**config.mk**
```make
export PLATFORM = sky130hd
export DESIGN_NAME = infix_to_postfix_converter_flat
export DESIGN_NICKNAME = d
export VERILOG_FILES = /design/src/rtl/infix_to_postfix_converter_if.sv /design/src/rtl/infix_to_postfix_converter.sv /design/src/flat_wrapper.sv
export SDC_FILE = /design/constraint.sdc
export NUM_CORES = 1
export LEC_CHECK = 0
export ABC_AREA = 1
export CORE_AREA = 2 2 359 361
export CTS_BUF_LIST = sky130_fd_sc_hd__clkbuf_2
export DETAILED_ROUTE_END_ITERATION = 10
export DIE_AREA = 0 0 361 363
export REMOVE_ABC_BUFFERS = 1
export SLEW_MARGIN = 20
export SYNTH_ARGS = -nofsm -noshare
export SYNTH_HDL_FRONTEND = slang
export SYNTH_SLANG_ARGS = --single-unit
export TNS_END_PERCENT = 20
```
**constraint.sdc**
```tcl
create_clock -name CLK -period 36.7 [get_ports CLK]
set_input_delay 7.34 -clock CLK [delete_from_list [all_inputs] [get_ports CLK]]
set_output_delay 7.34 -clock CLK [all_outputs]
set_load 0.01 [all_outputs]
```
**src/rtl/infix_to_postfix_converter_if.sv**
```systemverilog
// Request/result bundle for the shunting-yard converter: the requester drives start
// and the tagged infix array; the converter returns postfix, status and stack debug.
interface infix_to_postfix_converter_if #(
  parameter int N = 13,
  parameter int W = 16
);
  logic                       start;
  logic [1:0][N-1:0][W-1:0]   infix;
  logic [1:0][N-1:0][W-1:0]   postfix;
  logic [$clog2(N+1)-1:0]     count;
  logic                       busy;
  logic                       done;
  logic                       error;
  logic [W-1:0]               token;
  logic [W-1:0]               top;
  logic [W-1:0]               opcode;
  logic [W-1:0]               input_data;
  logic [W-1:0]               output_data;

  modport master (
    output start, infix,
    input  postfix, count, busy, done, error, token, top, opcode, input_data, output_data
  );

  modport slave (
    input  start, infix,
    output postfix, count, busy, done, error, token, top, opcode, input_data, output_data
  );
endinterface

```
**src/rtl/infix_to_postfix_converter.sv**
```systemverilog
// Sequential shunting-yard converter: one stack action per cycle turns a tagged infix
// token array into postfix order, then drains the operator stack.
module infix_to_postfix_converter #(
  parameter int N = 13,
  parameter int W = 16
) (
  input logic                    CLK,
  input logic                    RST,
  infix_to_postfix_converter_if.slave bus
);
  localparam int CW = $clog2(N + 1);
  localparam int IW = (N > 1) ? $clog2(N) : 1;

  localparam logic [W-1:0]  OP_ADD   = W'(43);
  localparam logic [W-1:0]  OP_SUB   = W'(45);
  localparam logic [W-1:0]  OP_MUL   = W'(42);
  localparam logic [W-1:0]  OP_DIV   = W'(47);
  localparam logic [W-1:0]  LPAREN   = W'(40);
  localparam logic [W-1:0]  RPAREN   = W'(41);
  localparam logic [W-1:0]  FLAG_OP  = W'(1);
  localparam logic [W-1:0]  OPC_PUSH = W'(1);
  localparam logic [W-1:0]  OPC_POP  = W'(2);
  localparam logic [CW-1:0] SLOTS    = CW'(N);
  localparam logic [IW-1:0] LAST_IDX = IW'(N - 1);

  typedef enum logic [1:0] {IDLE, SCAN, DRAIN, DONE} state_t;

  state_t                   state_q, state_d;
  logic [IW-1:0]            idx_q, idx_d;
  logic [CW-1:0]            count_q, count_d;
  logic [CW-1:0]            stackPtr_q, stackPtr_d;
  logic [N-1:0][W-1:0]      stack_q, stack_d;
  logic [1:0][N-1:0][W-1:0] postfix_q, postfix_d;
  logic                     error_q, error_d;
  logic                     busy_q, done_q;
  logic [W-1:0]             token_q, token_d;
  logic [W-1:0]             top_q, top_d;
  logic [W-1:0]             opcode_q, opcode_d;
  logic [W-1:0]             pushData_q, pushData_d;
  logic [W-1:0]             popData_q, popData_d;

  logic [W-1:0]  curVal, topVal, pushVal, emitVal, emitFlag;
  logic          curIsOp, doPush, doPop, doEmit, advance;
  logic [CW-1:0] topIdx;
  logic          unusedFlagBits;

  // '(' and unknown codes rank 0 so an incoming operator never pops past a paren.
  function automatic logic [1:0] prec(input logic [W-1:0] v);
    if (v == OP_ADD || v == OP_SUB)      return 2'd1;
    else if (v == OP_MUL || v == OP_DIV) return 2'd2;
    else                                 return 2'd0;
  endfunction

  assign curVal         = bus.infix[0][idx_q];
  assign curIsOp        = bus.infix[1][idx_q][0];
  assign unusedFlagBits = ^bus.infix[1];
  assign topIdx         = stackPtr_q - CW'(1);
  assign topVal         = (stackPtr_q == '0) ? '0 : stack_q[topIdx];

  always_comb begin
    state_d    = state_q;
    idx_d      = idx_q;
    count_d    = count_q;
    stackPtr_d = stackPtr_q;
    stack_d    = stack_q;
    postfix_d  = postfix_q;
    error_d    = error_q;
    opcode_d   = '0;
    pushData_d = '0;
    popData_d  = '0;
    doPush     = 1'b0;
    doPop      = 1'b0;
    doEmit     = 1'b0;
    advance    = 1'b0;
    pushVal    = '0;
    emitVal    = '0;
    emitFlag   = '0;

    if (bus.start) begin
      state_d    = SCAN;
      idx_d      = '0;
      count_d    = '0;
      stackPtr_d = '0;
      stack_d    = '0;
      postfix_d  = '0;
      error_d    = 1'b0;
    end else begin
      unique case (state_q)
        SCAN: begin
          if (!curIsOp) begin
            doEmit  = 1'b1;
            emitVal = curVal;
            advance = 1'b1;
          end else if (curVal == '0) begin
            state_d = DRAIN;
          end else if (curVal == LPAREN) begin
            doPush  = 1'b1;
            pushVal = curVal;
            advance = 1'b1;
          end else if (curVal == RPAREN) begin
            if (stackPtr_q == '0) begin
              error_d = 1'b1;
              advance = 1'b1;
            end else if (topVal == LPAREN) begin
              doPop   = 1'b1;
              advance = 1'b1;
            end else begin
              doPop    = 1'b1;
              doEmit   = 1'b1;
              emitVal  = topVal;
              emitFlag = FLAG_OP;
            end
          end else if (prec(curVal) != 2'd0) begin
            if (prec(topVal) >= prec(curVal)) begin
              doPop    = 1'b1;
              doEmit   = 1'b1;
              emitVal  = topVal;
              emitFlag = FLAG_OP;
            end else begin
              doPush  = 1'b1;
              pushVal = curVal;
              advance = 1'b1;
            end
          end else begin
            error_d = 1'b1;
            advance = 1'b1;
          end
        end
        DRAIN: begin
          if (stackPtr_q == '0) begin
            state_d = DONE;
          end else begin
            doPop = 1'b1;
            if (topVal == LPAREN) begin
              error_d = 1'b1;
            end else begin
              doEmit   = 1'b1;
              emitVal  = topVal;
              emitFlag = FLAG_OP;
            end
          end
        end
        default: ;
      endcase

      if (advance) begin
        if (idx_q == LAST_IDX) state_d = DRAIN;
        else                   idx_d   = idx_q + IW'(1);
      end

      if (doPop) begin
        stack_d[topIdx] = '0;
        stackPtr_d      = topIdx;
        opcode_d        = OPC_POP;
        popData_d       = topVal;
      end

      // A push onto a full stack is dropped and flagged rather than wrapping.
      if (doPush) begin
        if (stackPtr_q == SLOTS) begin
          error_d = 1'b1;
        end else begin
          stack_d[stackPtr_q] = pushVal;
          stackPtr_d          = stackPtr_q + CW'(1);
          opcode_d            = OPC_PUSH;
          pushData_d          = pushVal;
        end
      end

      if (doEmit && count_q != SLOTS) begin
        postfix_d[0][count_q] = emitVal;
        postfix_d[1][count_q] = emitFlag;
        count_d               = count_q + CW'(1);
      end
    end

    token_d = (state_d == SCAN) ? bus.infix[0][idx_d] : '0;
    top_d   = (stackPtr_d == '0) ? '0 : stack_d[stackPtr_d - CW'(1)];
  end

  always_ff @(posedge CLK or posedge RST) begin
    if (RST) begin
      state_q    <= IDLE;
      idx_q      <= '0;
      count_q    <= '0;
      stackPtr_q <= '0;
      stack_q    <= '0;
      postfix_q  <= '0;
      error_q    <= 1'b0;
      busy_q     <= 1'b0;
      done_q     <= 1'b0;
      token_q    <= '0;
      top_q      <= '0;
      opcode_q   <= '0;
      pushData_q <= '0;
      popData_q  <= '0;
    end else begin
      state_q    <= state_d;
      idx_q      <= idx_d;
      count_q    <= count_d;
      stackPtr_q <= stackPtr_d;
      stack_q    <= stack_d;
      postfix_q  <= postfix_d;
      error_q    <= error_d;
      busy_q     <= (state_d == SCAN) || (state_d == DRAIN);
      done_q     <= (state_d == DONE);
      token_q    <= token_d;
      top_q      <= top_d;
      opcode_q   <= opcode_d;
      pushData_q <= pushData_d;
      popData_q  <= popData_d;
    end
  end

  assign bus.postfix     = postfix_q;
  assign bus.count       = count_q;
  assign bus.busy        = busy_q;
  assign bus.done        = done_q;
  assign bus.error       = error_q;
  assign bus.token       = token_q;
  assign bus.top         = top_q;
  assign bus.opcode      = opcode_q;
  assign bus.input_data  = pushData_q;
  assign bus.output_data = popData_q;
endmodule

```
**src/flat_wrapper.sv**
```systemverilog
// flat-port wrapper written by rule: the top's interface ports become plain ports
module infix_to_postfix_converter_flat 
#(
  parameter int N = 13,
  parameter int W = 16
)
  (CLK, RST, bus_start, bus_infix, bus_postfix, bus_count, bus_busy, bus_done, bus_error, bus_token, bus_top, bus_opcode, bus_input_data, bus_output_data);
  infix_to_postfix_converter_if #(.N(N), .W(W)) bus_i ();
  input logic CLK;
  input logic RST;
  input wire logic [$bits(bus_i.start)-1:0] bus_start;
  input wire logic [$bits(bus_i.infix)-1:0] bus_infix;
  output wire logic [$bits(bus_i.postfix)-1:0] bus_postfix;
  output wire logic [$bits(bus_i.count)-1:0] bus_count;
  output wire logic [$bits(bus_i.busy)-1:0] bus_busy;
  output wire logic [$bits(bus_i.done)-1:0] bus_done;
  output wire logic [$bits(bus_i.error)-1:0] bus_error;
  output wire logic [$bits(bus_i.token)-1:0] bus_token;
  output wire logic [$bits(bus_i.top)-1:0] bus_top;
  output wire logic [$bits(bus_i.opcode)-1:0] bus_opcode;
  output wire logic [$bits(bus_i.input_data)-1:0] bus_input_data;
  output wire logic [$bits(bus_i.output_data)-1:0] bus_output_data;
  assign bus_i.start = bus_start;
  assign bus_i.infix = bus_infix;
  assign bus_postfix = bus_i.postfix;
  assign bus_count = bus_i.count;
  assign bus_busy = bus_i.busy;
  assign bus_done = bus_i.done;
  assign bus_error = bus_i.error;
  assign bus_token = bus_i.token;
  assign bus_top = bus_i.top;
  assign bus_opcode = bus_i.opcode;
  assign bus_input_data = bus_i.input_data;
  assign bus_output_data = bus_i.output_data;
  infix_to_postfix_converter #(.N(N), .W(W)) u_core (.CLK(CLK), .RST(RST), .bus(bus_i));
endmodule
```
Word level (Yosys, flattened, before mapping)

Index checks and enable logic that the tools add are counted.
Widths: inputs -> output; s select.

Input port bits: 419
Output and inout bits: 503
Word-level logic and storage cells: 253
Flip-flop bits (word level): 721

Equal/unequal tests: 19
Mux-type cells: 152
Magnitude comparators: 10
Bitwise gates (word level): 2
$add $sub $neg: 5
Reductions and logical operators: 14

Operators by type and width:

| operator            | count |
|---|---|
| $mux 208            | 5 |
| $mux 416            | 2 |
| $mux 16             | 40 |
| $bwmux 208          | 3 |
| $bmux 16 s4         | 5 |
| $and 208x208->208   | 1 |
| $not 208->208       | 1 |
| $demux 16 s4        | 3 |
| $eq 16x6->1 const B | 11 |
| $mux 2              | 32 |
| $pmux 16 s2         | 2 |
| $mux 1              | 47 |
| $mux 4              | 9 |
| $lt 4x5->1 const B  | 6 |
| $logic_not 16->1    | 1 |
| $add 4x1->4 const B | 3 |
| $ge 4x1->1 const B  | 3 |
| $eq 4x4->1 const B  | 2 |
| $logic_not 4->1     | 2 |
| $sub 4x1->4 const B | 2 |
| $eq 2x2->1 const B  | 3 |
| $pmux 1 s2          | 3 |
| $logic_or 1x1->1    | 5 |
| $eq 2x1->1 const B  | 2 |
| other kinds (5)     | 9 |

Logic depth before layout (Yosys ltp)

Gate-level depths: netlist of run 1.

Depth in word-level cells: 38
Depth in mapped cells: 42
Gate-level depth less buffers: 36

Worst setup path after synthesis of run 1

No wires, ideal clock.

Kind: in2reg
Start: input bus_infix[129]
End: register u_core.top_q[0], in the netlist u_core.bus.top[0]
Data required time: 36.583 ns
Data arrival time: 11.290 ns
Library setup time: 0.117 ns
Cell stages on the path: 35
Slack: 25.293 ns
Buffers on the path: 6
Path through: inv_1 o21ai_0 nand2_1 nand2_1 nand2_1 nand2_1 nand2_1 buf_2 nor2_1 nand2_1 nand2_1 nand2_1 ha_1 inv_1 nor2_1 a211oi_1 nand2_2 nand4_1 nand2_2 nand2_4 nand2_1 nand2_2 nand3_4 buf_6 buf_2 ha_1 clkbuf_1 inv_1 clkbuf_1 buf_1 nand3_1 nand3_1 nand2_1 nor2_1 nor2_1

Cells in the longest elaborated chain, start to end: 31
Elaborated cells on any way between the ends: 67
Classes of those cells: add/sub: 1; order compare: 1; eq/ne: 6; mux: 54; reduce/logical: 5

RTL lines:

| item                                                | line                              | RTL |
|---|---|---|
| from (decl)                                         | flat_wrapper.sv:12                | `input wire logic [$bits(bus_i.infix)-1:0] bus_infix;` |
| $bmux 16 s4 (*)                                     | infix_to_postfix_converter.sv:54  | `assign curVal = bus.infix[0][idx_q];` |
| $mux 16 (not written as such) (*)                   | infix_to_postfix_converter.sv:54  |  |
| branches (longest 28 deep; another with $ge 2x2->1) | n/a                               |  |
| $mux 16 (*)                                         | infix_to_postfix_converter.sv:178 | `top_d = (stackPtr_d == '0) ? '0 : stack_d[stackPtr_d - CW'(1)];` |
| named net u_core.top_d[0]                           | infix_to_postfix_converter.sv:37  | `logic [W-1:0] top_q, top_d;` |
| to (signal assigned)                                | infix_to_postfix_converter.sv:208 | `top_q <= top_d;` |
| to (decl)                                           | infix_to_postfix_converter.sv:37  |  |

Mark *: on every way through the listed nets, which the timed path passes. The select of a mux whose other input is x is not followed.
A chain may end at the register's enable or synchronous reset.

Worst setup path in the final report of run 1

Start: input bus_infix[162]
End: register u_core.top_q[4], in the netlist u_core.bus.top[4]

Same word-level chain as after synthesis.

==> impl_metrics.json, run 1 <==
{
  "cts_max_level": 4,
  "relSlewSlack": 0.154,
  "hold_slack_ns": 0.529,
  "postCtsHoldBufs": 0,
  "vias": 32000,
  "cts_resized": 0,
  "holdPathEnd": "u_core.stack_q[124]",
  "cts_tree": "done",
  "cp-end-kind": "flip-flop",
  "syn_inst": 4158,
  "dieArea_um2": 131000,
  "grt_use_total": 0.205,
  "die_x_um": 361,
  "final_common_cell": "nand2_1",
  "numCtsBuffers": 146,
  "outcome": "complete, no violations",
  "hold_class": "reg2reg",
  "net-switching-power_mw": 0.972,
  "p_int_mw": 1.00,
  "tns_ns": 0,
  "grt_max_degree": 214,
  "hpwlAfterDp_um": 94000,
  "drive_gt1_frac": 0.0872,
  "ys.flop_type": "dfrtp_1",
  "wirelength_um": 140000,
  "die_y_um": 363,
  "port_buffers": 517,
  "final_max_slew_viol_count": 0,
  "required_ns": 37.93,
  "p_leak_nw": 18.2,
  "core_um2": 127000,
  "swShare": 0.492,
  "rrSetupSlack_ns": 26.47,
  "cts.path.max_buffers": 3,
  "slowest_delay_ns": 0.58,
  "syn-mean-instance-area_um2": 7.56,
  "vdd.ir_drop.worst_mv": 0.0357,
  "avgViaCountPerCell": 5.03,
  "overflow": 0,
  "finalCritPeriodShare": 0.372,
  "area_growth_pct": 21.8,
  "critical_path.max_fanout": 49,
  "ctsRootBufferMaster": "clkbuf_2",
  "p_total_mw": 1.98,
  "post_cts_buffers": 0,
  "async_flop_share": 1.00,
  "max_cap_viol_count": 0,
  "r2r-start": "u_core.stackPtr_q[0]",
  "critPathArrivalTime_ns": 14.86,
  "pre_cts_ws_ns": 21.89,
  "power_density_nw_per_um2": 51.6,
  "ys_seq_area_frac": 0.408,
  "min_from": "u_core.stack_q[124]",
  "start_util": 0.247,
  "fmax_ghz": 0.0733,
  "worstSetupPathType": "in2reg",
  "clkTransAtPathRegs_ns": 0.09,
  "tightest_slew_ns": 1.27,
  "whs_path_depth": 2,
  "rsz0062_at_grt": "no",
  "drc": 0,
  "nets": 5035,
  "yosysWarnings": 0,
  "final_util": 0.302,
  "reg2reg_to": "u_core.bus.top[4]",
  "cts.sinks": 512,
  "power_frac_clock": 0.224,
  "layout_common_cells": "nand2_1, clkdlybuf4s50_1, dfrtp_1",
  "gp_congestion": 0.961,
  "clkLatencyLatePin_ns": 1.50,
  "crit_path_top_delay_cell": "clkdlybuf4s50_1",
  "finalClockSkew_ns": 0.118,
  "ant_nets": 0,
  "final_hold_viol_count": 0,
  "setup_ws_ns": 23.06,
  "grt_pass1_wl_um": 202000,
  "routed_wire_length_per_instance_um": 22.0,
  "dr.pass1.iters": 6,
  "synth-seq-cells": 512,
  "setup_violations": 0,
  "synth_edf_count": 0,
  "power_frac_comb": 0.463,
  "cp_common_cell": "nand2_1",
  "synth_cell_types": 54,
  "io_pins": 922,
  "seqPwrFrac": 0.313,
  "drt_iter0_drc": 4359,
  "grt_pass1_vias": 29300,
  "worstSetupStartpointType": "primary input",
  "reg2regPathDepth": 34,
  "syn_area_um2": 31400,
  "post-route-min-period_ns": 13.64,
  "std_cell_rows": 131,
  "antenna_found_initial": 12
}
[worst max path at each step]
stage / slack, ns / cells past startpoint / to / start
after floorplan: 15.06 / 1 / u_core.bus.busy / RST
after global placement: 21.89 / 32 / u_core.bus.top[4] / bus_infix[162]
after detailed placement: 21.89 / 32 / u_core.bus.top[4] / bus_infix[162]
after CTS: 23.43 / 32 / u_core.bus.top[4] / bus_infix[162]
after global routing: 22.76 / 34 / u_core.bus.top[4] / bus_infix[0]
final: 23.06 / 32 / u_core.bus.top[4] / bus_infix[162]
[cells in the mapped netlist, types with 3 or more instances]
| master | instances | area [um^2] |
|---|---|---|
| nand2_1 | 1080 | 4050 |
| dfrtp_1 | 512 | 12800 |
| nand3_1 | 480 | 2400 |
| nor2_1 | 413 | 1550 |
| inv_1 | 326 | 1220 |
| buf_4 | 244 | 1830 |
| a32o_1 | 223 | 2230 |
| buf_2 | 124 | 621 |
| o21ai_0 | 118 | 591 |
| a21oi_1 | 110 | 551 |
| clkbuf_1 | 107 | 402 |
| o211ai_1 | 77 | 578 |
| nor3_1 | 64 | 320 |
| nand4_1 | 60 | 375 |
| buf_6 | 23 | 259 |
| a21oi_2 | 18 | 158 |
| inv_2 | 18 | 67.6 |
| ha_1 | 17 | 213 |
| nand2_2 | 13 | 81.3 |
| buf_1 | 12 | 45.0 |
| a41oi_1 | 11 | 96.3 |
| o21ai_1 | 11 | 55.1 |
| nand3_4 | 10 | 175 |
| nor2_2 | 10 | 62.6 |
| nor3_2 | 9 | 90.1 |
| a31oi_1 | 8 | 50.1 |
| a22o_1 | 7 | 61.3 |
| nand2_4 | 5 | 56.3 |
| nand3_2 | 5 | 50.1 |
| nor2_4 | 5 | 56.3 |
| xor2_1 | 4 | 35.0 |
| clkinv_1 | 3 | 11.3 |
[registers in the layout, indices dropped and copies added, names as in the netlist]
register / cells
u_core.bus.count: 4
u_core.bus.input_data: 16
u_core.stack_q: 208
u_core.stackPtr_q: 4
u_core.bus.error: 1
u_core.bus.output_data: 16
u_core.bus.opcode: 2
u_core.bus.token: 16
u_core.bus.busy: 1
u_core.bus.top: 16
u_core.idx_q: 4
u_core.state_q: 2
u_core.bus.postfix: 221
u_core.bus.done: 1
[logic make-up after synthesis]
kind of cell / synth area share
flops: 0.408
xor+xnor: 0.00139
buf+inv: 0.143
compound gates: 0.144
simple gates: 0.298
other cells: 0.000119
fa+ha+maj: 0.00677
[power by group through the flow]
stage | Clock (mW) | Combinational (mW) | Sequential, mW
after floorplan | 0 | 0.465 | 0.642
after global placement | 0 | 0.905 | 0.630
after detailed placement | 0 | 0.908 | 0.630
after CTS | 0.458 | 0.913 | 0.619
after global routing | 0.487 | 0.986 | 0.623
final | 0.442 | 0.914 | 0.619
[cell type report]
type                            count  area [um^2]
Fill cell                       13700        88700
Multi-Input combinational cell   3005        15100
Sequential cell                   512        12800
Timing Repair Buffer              585         5720
Tap cell                         1662         2080
Inverter                          349         1330
Clock buffer                      201         1010
Clock inverter                     37          278
Antenna cell                        6         15.0
[routing by layer]
metal | vias up | track usage | wire length, um
li1 | 14400 | - | -
met1 | 15400 | 0.271 | 56600
met2 | 1881 | 0.308 | 61800
met3 | 284 | 0.0546 | 14800
met4 | 8 | 0.102 | 6760
met5 | - | 0 | 59
[stage by stage]
step / cells / area, um^2
final: 6357 / 38300
after global routing: 6355 / 38300
after CTS: 6350 / 38300
after detailed placement: 6112 / 37000
after global placement: 6112 / 37000
after floorplan: 3866 / 29100
[worst max-delay path: cells and delay by family]
| kind | cells | cell delay, ns |
|---|---|---|
| AOI/OAI and AO/OA | 1 | 0.40 |
| adders and majority gates | 2 | 0.79 |
| buffers and inverters | 6 | 2.05 |
| and+or+nand+nor | 23 | 4.16 |
Note: power is estimated with default switching activity, not from simulation.
==> run 2: changes to the inputs <==
==> constraint.sdc (replaced) <==
create_clock -name CLK -period 11.3 [get_ports CLK]
set_input_delay 2.26 -clock CLK [delete_from_list [all_inputs] [get_ports CLK]]
set_output_delay 2.26 -clock CLK [all_outputs]
set_load 0.01 [all_outputs]
==> impl_metrics.json, run 2 (synthesis gave the netlist of run 1 again) <==
{
  "fin_cells": 6362,
  "slowest_delay_ns": 0.74,
  "finalClockSkew_ns": 0.128,
  "setup_violations": 0,
  "vias": 32000,
  "reg2regPathDepth": 33,
  "place_inst": 6118,
  "required_ns": 12.52,
  "critical_path.max_fanout": 50,
  "ant_nets": 0,
  "largest_reg_flops": 221,
  "nets": 5039,
  "antenna_found_initial": 14,
  "worstSetupPathType": "reg2reg",
  "drc": 0,
  "clkTransAtPathRegs_ns": 0.11,
  "final_common_cell": "nand2_1",
  "port_buffers": 517,
  "critPathArrivalTime_ns": 10.19,
  "post_cts_buffers": 0,
  "area_growth_pct": 22.0,
  "whs_path_depth": 2,
  "hold_class": "reg2reg",
  "overflow": 0,
  "grt_pass1_vias": 29500,
  "crit_family": "simple AND/OR/NAND/NOR gates",
  "hold_slack_ns": 0.528,
  "final_max_slew_viol_count": 0,
  "worstSetupStartpointType": "flip-flop",
  "rsz0062_at_grt": "no",
  "start_util": 0.247,
  "max_cap_viol_count": 0,
  "numCtsBuffers": 145,
  "ctsRootBufferMaster": "clkbuf_2",
  "hpwlAfterDp_um": 94600,
  "gp_congestion": 0.946,
  "routed_wire_length_per_instance_um": 22.0,
  "cts_resized": 0,
  "drt_iter0_drc": 4327,
  "cts.path.max_buffers": 3,
  "final_hold_viol_count": 0,
  "cts_tree": "done",
  "grt_max_degree": 152,
  "final_util": 0.302,
  "postCtsHoldBufs": 0,
  "avgViaCountPerCell": 5.03,
  "cts.sinks": 512,
  "tightest_slew_ns": 1.22,
  "power_density_nw_per_um2": 167,
  "finalCritPeriodShare": 0.794,
  "io_pins": 922,
  "grt_use_total": 0.205,
  "die_y_um": 363,
  "clkLatencyLatePin_ns": 1.46,
  "die_x_um": 361,
  "wirelength_um": 140000,
  "relSlewSlack": 0.183,
  "dr.pass1.iters": 8,
  "dieArea_um2": 131000,
  "core_um2": 127000,
  "p_leak_nw": 18.3,
  "crit_path_top_delay_cell": "dfrtp_4",
  "outcome": "complete, no violations",
  "tns_ns": 0,
  "crit_cells": 33,
  "fmax_ghz": 0.112,
  "grt_pass1_wl_um": 202000,
  "vdd.ir_drop.worst_mv": 0.122,
  "cp-end-kind": "flip-flop",
  "path_buf_inv": 7,
  "fill_cells": 13700,
  "cts_max_level": 4,
  "std_cell_rows": 131,
  "drive_gt1_frac": 0.0882,
  "layout_common_cells": "nand2_1, clkdlybuf4s50_1, dfrtp_1",
  "post-route-min-period_ns": 8.97
}
==> run 2: worst paths after layout <==
check | endpoint | from | slack (ns)
setup / recovery | u_core.bus.top[4] | u_core.stackPtr_q[0] | 2.33
max in group asynchronous | u_core.bus.input_data[14] | RST | 7.86
hold / removal | u_core.stack_q[36] | u_core.stack_q[36] | 0.53
setup reg to reg | u_core.bus.top[4] | u_core.stackPtr_q[0] | 2.33
hold reg to reg | u_core.stack_q[36] | u_core.stack_q[36] | 0.53
min in group asynchronous | u_core.bus.postfix[126] | RST | 1.33
==> run 2: stage by stage <==
stage          setup WS, ns  power (mW)  instance area [um^2]
3_5_place_dp           2.69        4.99                 37000
4_1_cts                2.59        6.43                 38300
5_1_grt                2.07        6.78                 38400
3_3_place_gp           2.75        4.98                 37000
2_1_floorplan         -5.26        3.60                 29100
6_report               2.33        6.41                 38400
==> run 2: worst min-delay path: stages, from the launching register on <==
cell and delay, ns:
dfrtp_1 0.37, inv_1 0.06, nor4_1 0.06
==> run 2: final cells by class <==
type                            instances  area [um^2]  area share
Antenna cell                            5         12.5    0.000326
Clock buffer                          204         1020      0.0266
Clock inverter                         35          250     0.00652
Inverter                              349         1330      0.0347
Multi-Input combinational cell       3005        15100       0.393
Sequential cell                       512        12800       0.334
Tap cell                             1662         2080      0.0542
Timing Repair Buffer                  590         5770       0.151
==> run 2: metal layers <==
metal,wire length [um],track usage,up-vias
met1,57300,0.270,15500
met3,15000,0.0614,273
met2,61900,0.310,1844
met4,5980,0.0900,10
met5,69,0,-
li1,-,-,14400
==> run 2: power by group <==
part           leakage [nW]  switching (mW)  internal, mW  total [mW]
clock                 0.963           0.875         0.541        1.42
sequential             7.08           0.104          1.92        2.02
combinational          10.2            2.16         0.803        2.97
